`config.mk`:
```
export PLATFORM = sky130hd
export DESIGN_NAME = uart_rx_os16
export DESIGN_NICKNAME = d
export VERILOG_FILES = /design/src/rtl/uart_pkg.sv /design/src/rtl/uart_sync_ff.sv /design/src/rtl/uart_rx_os16.sv
export SDC_FILE = /design/constraint.sdc
export NUM_CORES = 1
export LEC_CHECK = 0
export CELL_PAD_IN_SITES_DETAIL_PLACEMENT = 0
export CELL_PAD_IN_SITES_GLOBAL_PLACEMENT = 1
export CORE_MARGIN = 5
export CORE_UTILIZATION = 45
export CTS_CLUSTER_DIAMETER = 60
export DETAILED_ROUTE_END_ITERATION = 10
export HOLD_SLACK_MARGIN = 0.12
export PLACE_DENSITY = 0.85
export SYNTH_ARGS = -nofsm -noshare
export SYNTH_HDL_FRONTEND = slang
export SYNTH_SLANG_ARGS = --single-unit
```
`constraint.sdc`:
```
create_clock -name clk -period 3.33 [get_ports clk]
set_input_delay 0.999 -clock clk [delete_from_list [all_inputs] [get_ports clk]]
set_output_delay 0.999 -clock clk [all_outputs]
set_load 0.005 [all_outputs]
```
`src/rtl/uart_pkg.sv`:
```
// Shared types and defaults for the oversampling UART receiver.
package uart_pkg;

  localparam int CLK_HZ         = 50_000_000;
  localparam int BAUD           = 9600;
  localparam int DEF_DATA_BITS  = 8;
  localparam int DEF_OVERSAMPLE = 16;

  // Receiver frame states; BREAK parks the FSM while the line is held low.
  typedef enum logic [2:0] {
    IDLE  = 3'd0,
    START = 3'd1,
    DATA  = 3'd2,
    STOP  = 3'd3,
    BREAK = 3'd4
  } rx_state_t;

  // Counter width for a modulus n, never narrower than one bit.
  function automatic int cnt_width(input int n);
    return (n > 1) ? $clog2(n) : 1;
  endfunction

endpackage

```
`src/rtl/uart_sync_ff.sv`:
```
// Multi-flop synchroniser for an asynchronous, idle-high input.
module uart_sync_ff #(
  parameter int STAGES = 2
) (
  input  logic clk,
  input  logic rst_n,
  input  logic d,
  output logic q
);

  logic [STAGES-1:0] chain;

  // Shift the raw input through the chain; reset to 1 so an idle line never looks like a start bit.
  always_ff @(posedge clk or negedge rst_n) begin
    if (!rst_n) begin
      chain <= '1;
    end else begin
      chain <= {chain[STAGES-2:0], d};
    end
  end

  assign q = chain[STAGES-1];

endmodule

```
`src/rtl/uart_rx_os16.sv`:
```
// 8N1 UART receiver driven by a 16x oversample tick, with rdy/rdy_clr handshake
// and sticky framing / overrun flags.
module uart_rx_os16
  import uart_pkg::*;
#(
  parameter int DATA_BITS   = DEF_DATA_BITS,
  parameter int OVERSAMPLE  = DEF_OVERSAMPLE,
  parameter int SYNC_STAGES = 2
) (
  input  logic                 clk,
  input  logic                 rst_n,
  input  logic                 rx_en,
  input  logic                 rx,
  input  logic                 rdy_clr,
  input  logic                 err_clr,
  output logic [DATA_BITS-1:0] data,
  output logic                 rdy,
  output logic                 busy,
  output logic                 frame_err,
  output logic                 overrun
);

  localparam int SC_W = cnt_width(OVERSAMPLE);
  localparam int BI_W = cnt_width(DATA_BITS);

  localparam logic [SC_W-1:0] HALF_LAST = SC_W'(OVERSAMPLE / 2 - 1);
  localparam logic [SC_W-1:0] CELL_LAST = SC_W'(OVERSAMPLE - 1);
  localparam logic [BI_W-1:0] LAST_BIT  = BI_W'(DATA_BITS - 1);

  logic                 rx_s;
  rx_state_t            state;
  logic [SC_W-1:0]      sample_cnt;
  logic [BI_W-1:0]      bit_idx;
  logic [DATA_BITS-1:0] shreg;
  logic                 stop_sample;
  logic                 byte_done;
  logic                 frame_bad;

  uart_sync_ff #(
    .STAGES(SYNC_STAGES)
  ) u_sync (
    .clk  (clk),
    .rst_n(rst_n),
    .d    (rx),
    .q    (rx_s)
  );

  assign stop_sample = rx_en && (state == STOP) && (sample_cnt == CELL_LAST);
  assign byte_done   = stop_sample && rx_s;
  assign frame_bad   = stop_sample && !rx_s;

  // Frame FSM: start detection, mid-cell data sampling, stop check and break wait, all paced by rx_en.
  always_ff @(posedge clk or negedge rst_n) begin
    if (!rst_n) begin
      state      <= IDLE;
      sample_cnt <= '0;
      bit_idx    <= '0;
      shreg      <= '0;
      busy       <= 1'b0;
    end else if (rx_en) begin
      case (state)
        IDLE: begin
          if (!rx_s) begin
            state      <= START;
            sample_cnt <= '0;
            busy       <= 1'b1;
          end
        end
        START: begin
          if (sample_cnt == HALF_LAST) begin
            sample_cnt <= '0;
            if (!rx_s) begin
              state   <= DATA;
              bit_idx <= '0;
            end else begin
              state <= IDLE;
              busy  <= 1'b0;
            end
          end else begin
            sample_cnt <= sample_cnt + SC_W'(1);
          end
        end
        DATA: begin
          if (sample_cnt == CELL_LAST) begin
            sample_cnt <= '0;
            shreg      <= {rx_s, shreg[DATA_BITS-1:1]};
            if (bit_idx == LAST_BIT) begin
              state <= STOP;
            end else begin
              bit_idx <= bit_idx + BI_W'(1);
            end
          end else begin
            sample_cnt <= sample_cnt + SC_W'(1);
          end
        end
        STOP: begin
          if (sample_cnt == CELL_LAST) begin
            sample_cnt <= '0;
            if (rx_s) begin
              state <= IDLE;
              busy  <= 1'b0;
            end else begin
              state <= BREAK;
            end
          end else begin
            sample_cnt <= sample_cnt + SC_W'(1);
          end
        end
        BREAK: begin
          if (rx_s) begin
            state <= IDLE;
            busy  <= 1'b0;
          end
        end
        default: begin
          state      <= IDLE;
          sample_cnt <= '0;
          busy       <= 1'b0;
        end
      endcase
    end
  end

  // Output handshake: a completing byte beats rdy_clr, and a newly raised error beats err_clr.
  always_ff @(posedge clk or negedge rst_n) begin
    if (!rst_n) begin
      data      <= '0;
      rdy       <= 1'b0;
      overrun   <= 1'b0;
      frame_err <= 1'b0;
    end else begin
      if (byte_done) begin
        data <= shreg;
        rdy  <= 1'b1;
      end else if (rdy_clr) begin
        rdy <= 1'b0;
      end

      if (byte_done && rdy && !rdy_clr) begin
        overrun <= 1'b1;
      end else if (err_clr) begin
        overrun <= 1'b0;
      end

      if (frame_bad) begin
        frame_err <= 1'b1;
      end else if (err_clr) begin
        frame_err <= 1'b0;
      end
    end
  end

endmodule

```
Word level (Yosys, flattened, before mapping)

Cells that the tools add are included.

Register bits after elaboration: 32
Bits of input ports: 6
Word-level logic and storage cells: 76
Output and inout bits: 12

Eq/ne operators: 15
Bitwise operators: 2
Multiplexer cells: 28
$add $sub $neg: 2
Reduce and logical (&&, ||, !) cells: 19

Operators by type and width:

| kind                | count |
|---|---|
| $mux 3              | 11 |
| $pmux 4 s4          | 1 |
| $pmux 3 s5          | 1 |
| $mux 4              | 3 |
| $ne 2x2->1 const B  | 6 |
| $mux 1              | 9 |
| $reduce_bool 2->1   | 4 |
| $reduce_and 7->1    | 1 |
| $eq 3x2->1 const B  | 2 |
| $eq 3x3->1 const B  | 2 |
| $logic_and 1x1->1   | 6 |
| $pmux 3 s2          | 1 |
| $reduce_and 3->1    | 2 |
| $reduce_and 6->1    | 1 |
| $pmux 1 s5          | 1 |
| $reduce_and 5->1    | 1 |
| $add 4x1->4 const B | 1 |
| $eq 4x3->1 const B  | 1 |
| $eq 4x4->1 const B  | 1 |
| $ne 2x1->1 const B  | 2 |
| $add 3x1->3 const B | 1 |
| $eq 3x1->1 const B  | 1 |
| $logic_not 3->1     | 1 |
| $logic_not 1->1     | 2 |
| other kinds (3)     | 4 |

Longest topological paths before layout

Depth in word-level cells: 7
Mapped depth: 6
Mapped depth without buffers: 6

Modules after synthesis

Synthesis repeated with hierarchy kept, for this count alone.

Cells, all modules: 111
Area, all modules: 1448.9 um2

By module, submodules not included:

| module       | area each (um2) | sequential area each (um2) | cells an instance | times used |
|---|---|---|---|---|
| uart_rx_os16 | 1396.3          | 750.7                      | 109               | 1 |
| uart_sync_ff | 52.6            | 52.6                       | 2                 | 1 |

Least setup slack after synthesis

OpenSTA, ideal clock, no wires.

Path type: input to register
Start: in rx_en
End: reg shreg[0]
Setup time: 0.125 ns
Data required time: 3.205 ns
Stages on the path: 3
Arrival: 1.885 ns
Path slack: 1.320 ns
Path buffers: 0
Cells stage by stage: nand2b_1 > nor3_2 > mux2_2

Longest elaborated chain between the ends: 1

Ends and longest elaborated chain:

| what                       | line               | source |
|---|---|---|
| start, declared            | uart_rx_os16.sv:12 | `input logic rx_en,` |
| $reduce_and 3->1 (no line) | --                 |  |
| end signal, assigned       | uart_rx_os16.sv:86 | `shreg <= {rx_s, shreg[DATA_BITS-1:1]};` |
| end, declared              | uart_rx_os16.sv:34 | `logic [DATA_BITS-1:0] shreg;` |

No other way between the ends.
A chain may end at the register's enable or synchronous reset.

Worst setup path after layout

Start: in rx_en
End: reg shreg[6]

Same word-level chain as after synthesis.

==> results.py <==
metrics = {
    "cts": {
        "clock-sinks": 32,
        "cts_tree": "yes",
        "post_cts_resized": 0,
        "clockBufferDepth": 2,
        "cts_setup_buffers": 0,
        "cts-root-buf": "clkbuf_4",
        "insertion_delay_ps": 330,
        "ctsHoldBuffers": 0,
        "clkTransAtPathRegs_ps": 100,
        "cts-htree-levels": 2,
        "cts_buffers": 5,
    },
    "logic_synthesis": {
        "ys_ff_latch": 32,
        "synth-main-ff-cell": "dfrtp_1",
        "ys_top_cells_by_area": "dfrtp_1 53%, mux2_2 13%, dfstp_2 3.7%, ha_1 2.6%, nand2_1 2.6%",
        "synth-compound-area-share_pct": 10.9,
        "yosysTopAreaCell": "dfrtp_1",
        "syn-num-nets": 129,
        "synthArstFlopShare_pct": 100,
        "ys_warn_count": 0,
        "ys_seq_area_share_pct": 56.4,
        "synth_area_per_cell_um2": 11.9,
        "synth_top_family_by_area": "multiplexers",
        "synthXorXnorAreaFrac_pct": 1.23,
        "synthAdderAreaFrac_pct": 2.64,
        "netlist_instances": 120,
        "syn_area_um2": 1420,
        "synth_mux_area_share_pct": 14.9,
        "synth.distinct_cells": 30,
        "synth_edf_count": 0,
        "synth_top_area_share_pct": 52.7,
        "synth-simple-area-share_pct": 10.1,
    },
    "timing": {
        "finalCritPeriodShare_pct": 74.4,
        "setup_violations": 0,
        "fin_crit_ps": 2480,
        "max_freq_mhz": 404,
        "drv_slew": 0,
        "skew_ps": 8.73,
        "timing.hold.ws_ps": 350,
        "rsz0062_at_grt": "no",
        "setup_tns_ps": 0,
        "hold_viol": 0,
        "fin_ws_ps": 853,
        "slew_headroom_pct": 60.7,
        "worst_slew_pin_slew_ps": 586,
    },
    "die": {
        "io_pins": 18,
        "start_util_pct": 46.6,
        "core_region_area_um2": 3050,
        "placementRows": 20,
        "dieArea_um2": 4390,
        "fp.dieH_um": 66.3,
        "die_x_um": 66.3,
    },
    "route": {
        "vias_per_cell": 5.29,
        "num_vias": 979,
        "drt-total-wl_um": 2550,
        "drt_iter0_markers": 34,
        "antenna_left": 0,
        "firstDrtPassIters": 4,
        "wl_per_cell_um": 13.8,
        "drc": 0,
    },
    "layout": {
        "final_cell_area_um2": 1700,
        "instances_no_fill": 185,
        "final_util_pct": 55.6,
        "layout-drive-gt1-share_pct": 20.6,
        "final_nets": 149,
        "area_growth_pct": 19.2,
        "diodes": 0,
        "nFillCells": 292,
    },
    "critical_path": {
        "rr_endpoint": "shreg[6]",
        "worstPathArrival_ps": 2690,
        "startpoint_type": "input port",
        "rr_worst_depth": 4,
        "worstSetupPathType": "input port to flop",
        "r2r_slack_ps": 1380,
        "crit_path_max_fanout": 8,
        "timing.rr.start": "sample_cnt[0]",
        "end_kind": "flop",
        "cp.required_ps": 3540,
    },
    "power_and_ir_drop": {
        "p_total_mw": 0.929,
        "ir_worst_vdd_mv": 0.293,
        "p_leak_nw": 0.792,
        "swShare_pct": 31.7,
        "switchingPower_mw": 0.294,
        "p_int_mw": 0.635,
        "seq_power_share_pct": 55.8,
        "powerDensity_nw_per_um2": 547,
        "p_clk_share_pct": 24.5,
        "comb_power_share_pct": 19.6,
    },
    "hold_path": {
        "hold-path-cell-count": 0,
        "worstHoldEndpoint": "u_sync.chain[1]",
        "hold_class": "flop to flop",
        "hp-start": "u_sync.chain[0]",
    },
    "grt": {
        "antenna_found_initial": 0,
        "grt_pass1_vias": 990,
        "gr-usage-all-layers_pct": 13.9,
        "grt-ovfl-total": 0,
        "grt_max_degree": 33,
        "grt_pass1_wl_um": 4570,
    },
    "job": {
        "max_cap_violations": 0,
    },
    "placement": {
        "dpl_cell_area_um2": 1640,
        "gp_congestion": 0.884,
        "dp_hpwl_um": 1840,
        "port_buffers": 17,
        "dp_cells": 177,
        "place_ws_ps": 500,
    },
    "outcome": {
        "status": "finished clean",
    },
}
==> cells by family (layout without fill, tap and decap cells) <==
family                     Yosys count  in the layout
DFF                                 32             32
and+or+nand+nor                     29             29
AOI/OAI and AO/OA                   21             21
muxes                               19             19
buffers and inverters               14             35
adders and majority gates            3              3
xor gates and xnor gates             2              2
==> synth_stat cells, types with 2 or more instances <==
library cell	number
inv_1	9
nand2b_1	2
nor2_1	7
o31ai_1	3
mux2i_1	2
a22o_1	4
o21ai_0	2
a21oi_1	2
dfstp_2	2
xnor2_1	2
clkbuf_1	3
buf_2	2
o22ai_1	4
nand2_1	10
nand3_1	4
mux2_2	17
dfrtp_1	30
ha_1	3
==> cell usage in the layout, fill, tap and decap left out, types with 3 or more instances in the layout <==
cell             netlist  layout
nor2_1                 7       7
ha_1                   3       3
o22ai_1                4       4
inv_1                  9       9
nand3_1                4       4
clkbuf_4               0       5
mux2_2                17      17
clkdlybuf4s50_1        0      17
nand2_1               10      10
dfrtp_1               30      30
o31ai_1                3       3
a22o_1                 4       4
==> power by group through the flow <==
stage / clock network (mW) / logic [mW] / registers [mW]
global placement: 0 / 0.178 / 0.522
floorplan: 0 / 0.180 / 0.475
finish: 0.228 / 0.182 / 0.518
detailed placement: 0 / 0.185 / 0.527
global route: 0.259 / 0.206 / 0.531
CTS: 0.237 / 0.185 / 0.518
==> critical path, cell delays in order <==
cell	delay, ps
clkdlybuf4s50_1	600
nand2b_1	170
nor3_2	520
mux2_2	400
==> how the worst max path moves through the flow <==
stage | startpoint | end | slack, ps | cells after the start
after floorplan | rx_en | shreg[0] | 1320 | 3
after global placement | rx_en | shreg[6] | 540 | 4
after detailed placement | rx_en | shreg[6] | 500 | 4
after CTS | rx_en | shreg[6] | 860 | 4
after global routing | rx_en | shreg[6] | 720 | 4
final | rx_en | shreg[6] | 850 | 4
==> layout make-up <==
cell class,count,area [um2],area share (%)
sequential,32,803,47.3
clock inverter,2,10.0,0.590
clock buffer,6,51.3,3.02
multi-input combinational,74,566,33.3
inverter,9,33.8,1.99
tap,44,55.1,3.24
timing repair buffer,18,178,10.5
==> routing by layer <==
metal	part of all wire (%)	global-route usage [%]	vias to the layer above
li1	-	-	472
met1	46	17.9	475
met2	47	21.1	26
met3	5.1	4.76	6
met4	1.9	6.09	0
met5	0	0	-
==> registers in the layout (all words and copies together), names as in the netlist <==
| register | count |
|---|---|
| bit_idx | 3 |
| busy | 1 |
| data | 8 |
| frame_err | 1 |
| overrun | 1 |
| rdy | 1 |
| sample_cnt | 4 |
| shreg | 8 |
| state | 3 |
| u_sync.chain | 2 |
Note: power is estimated with default switching activity, not from simulation.
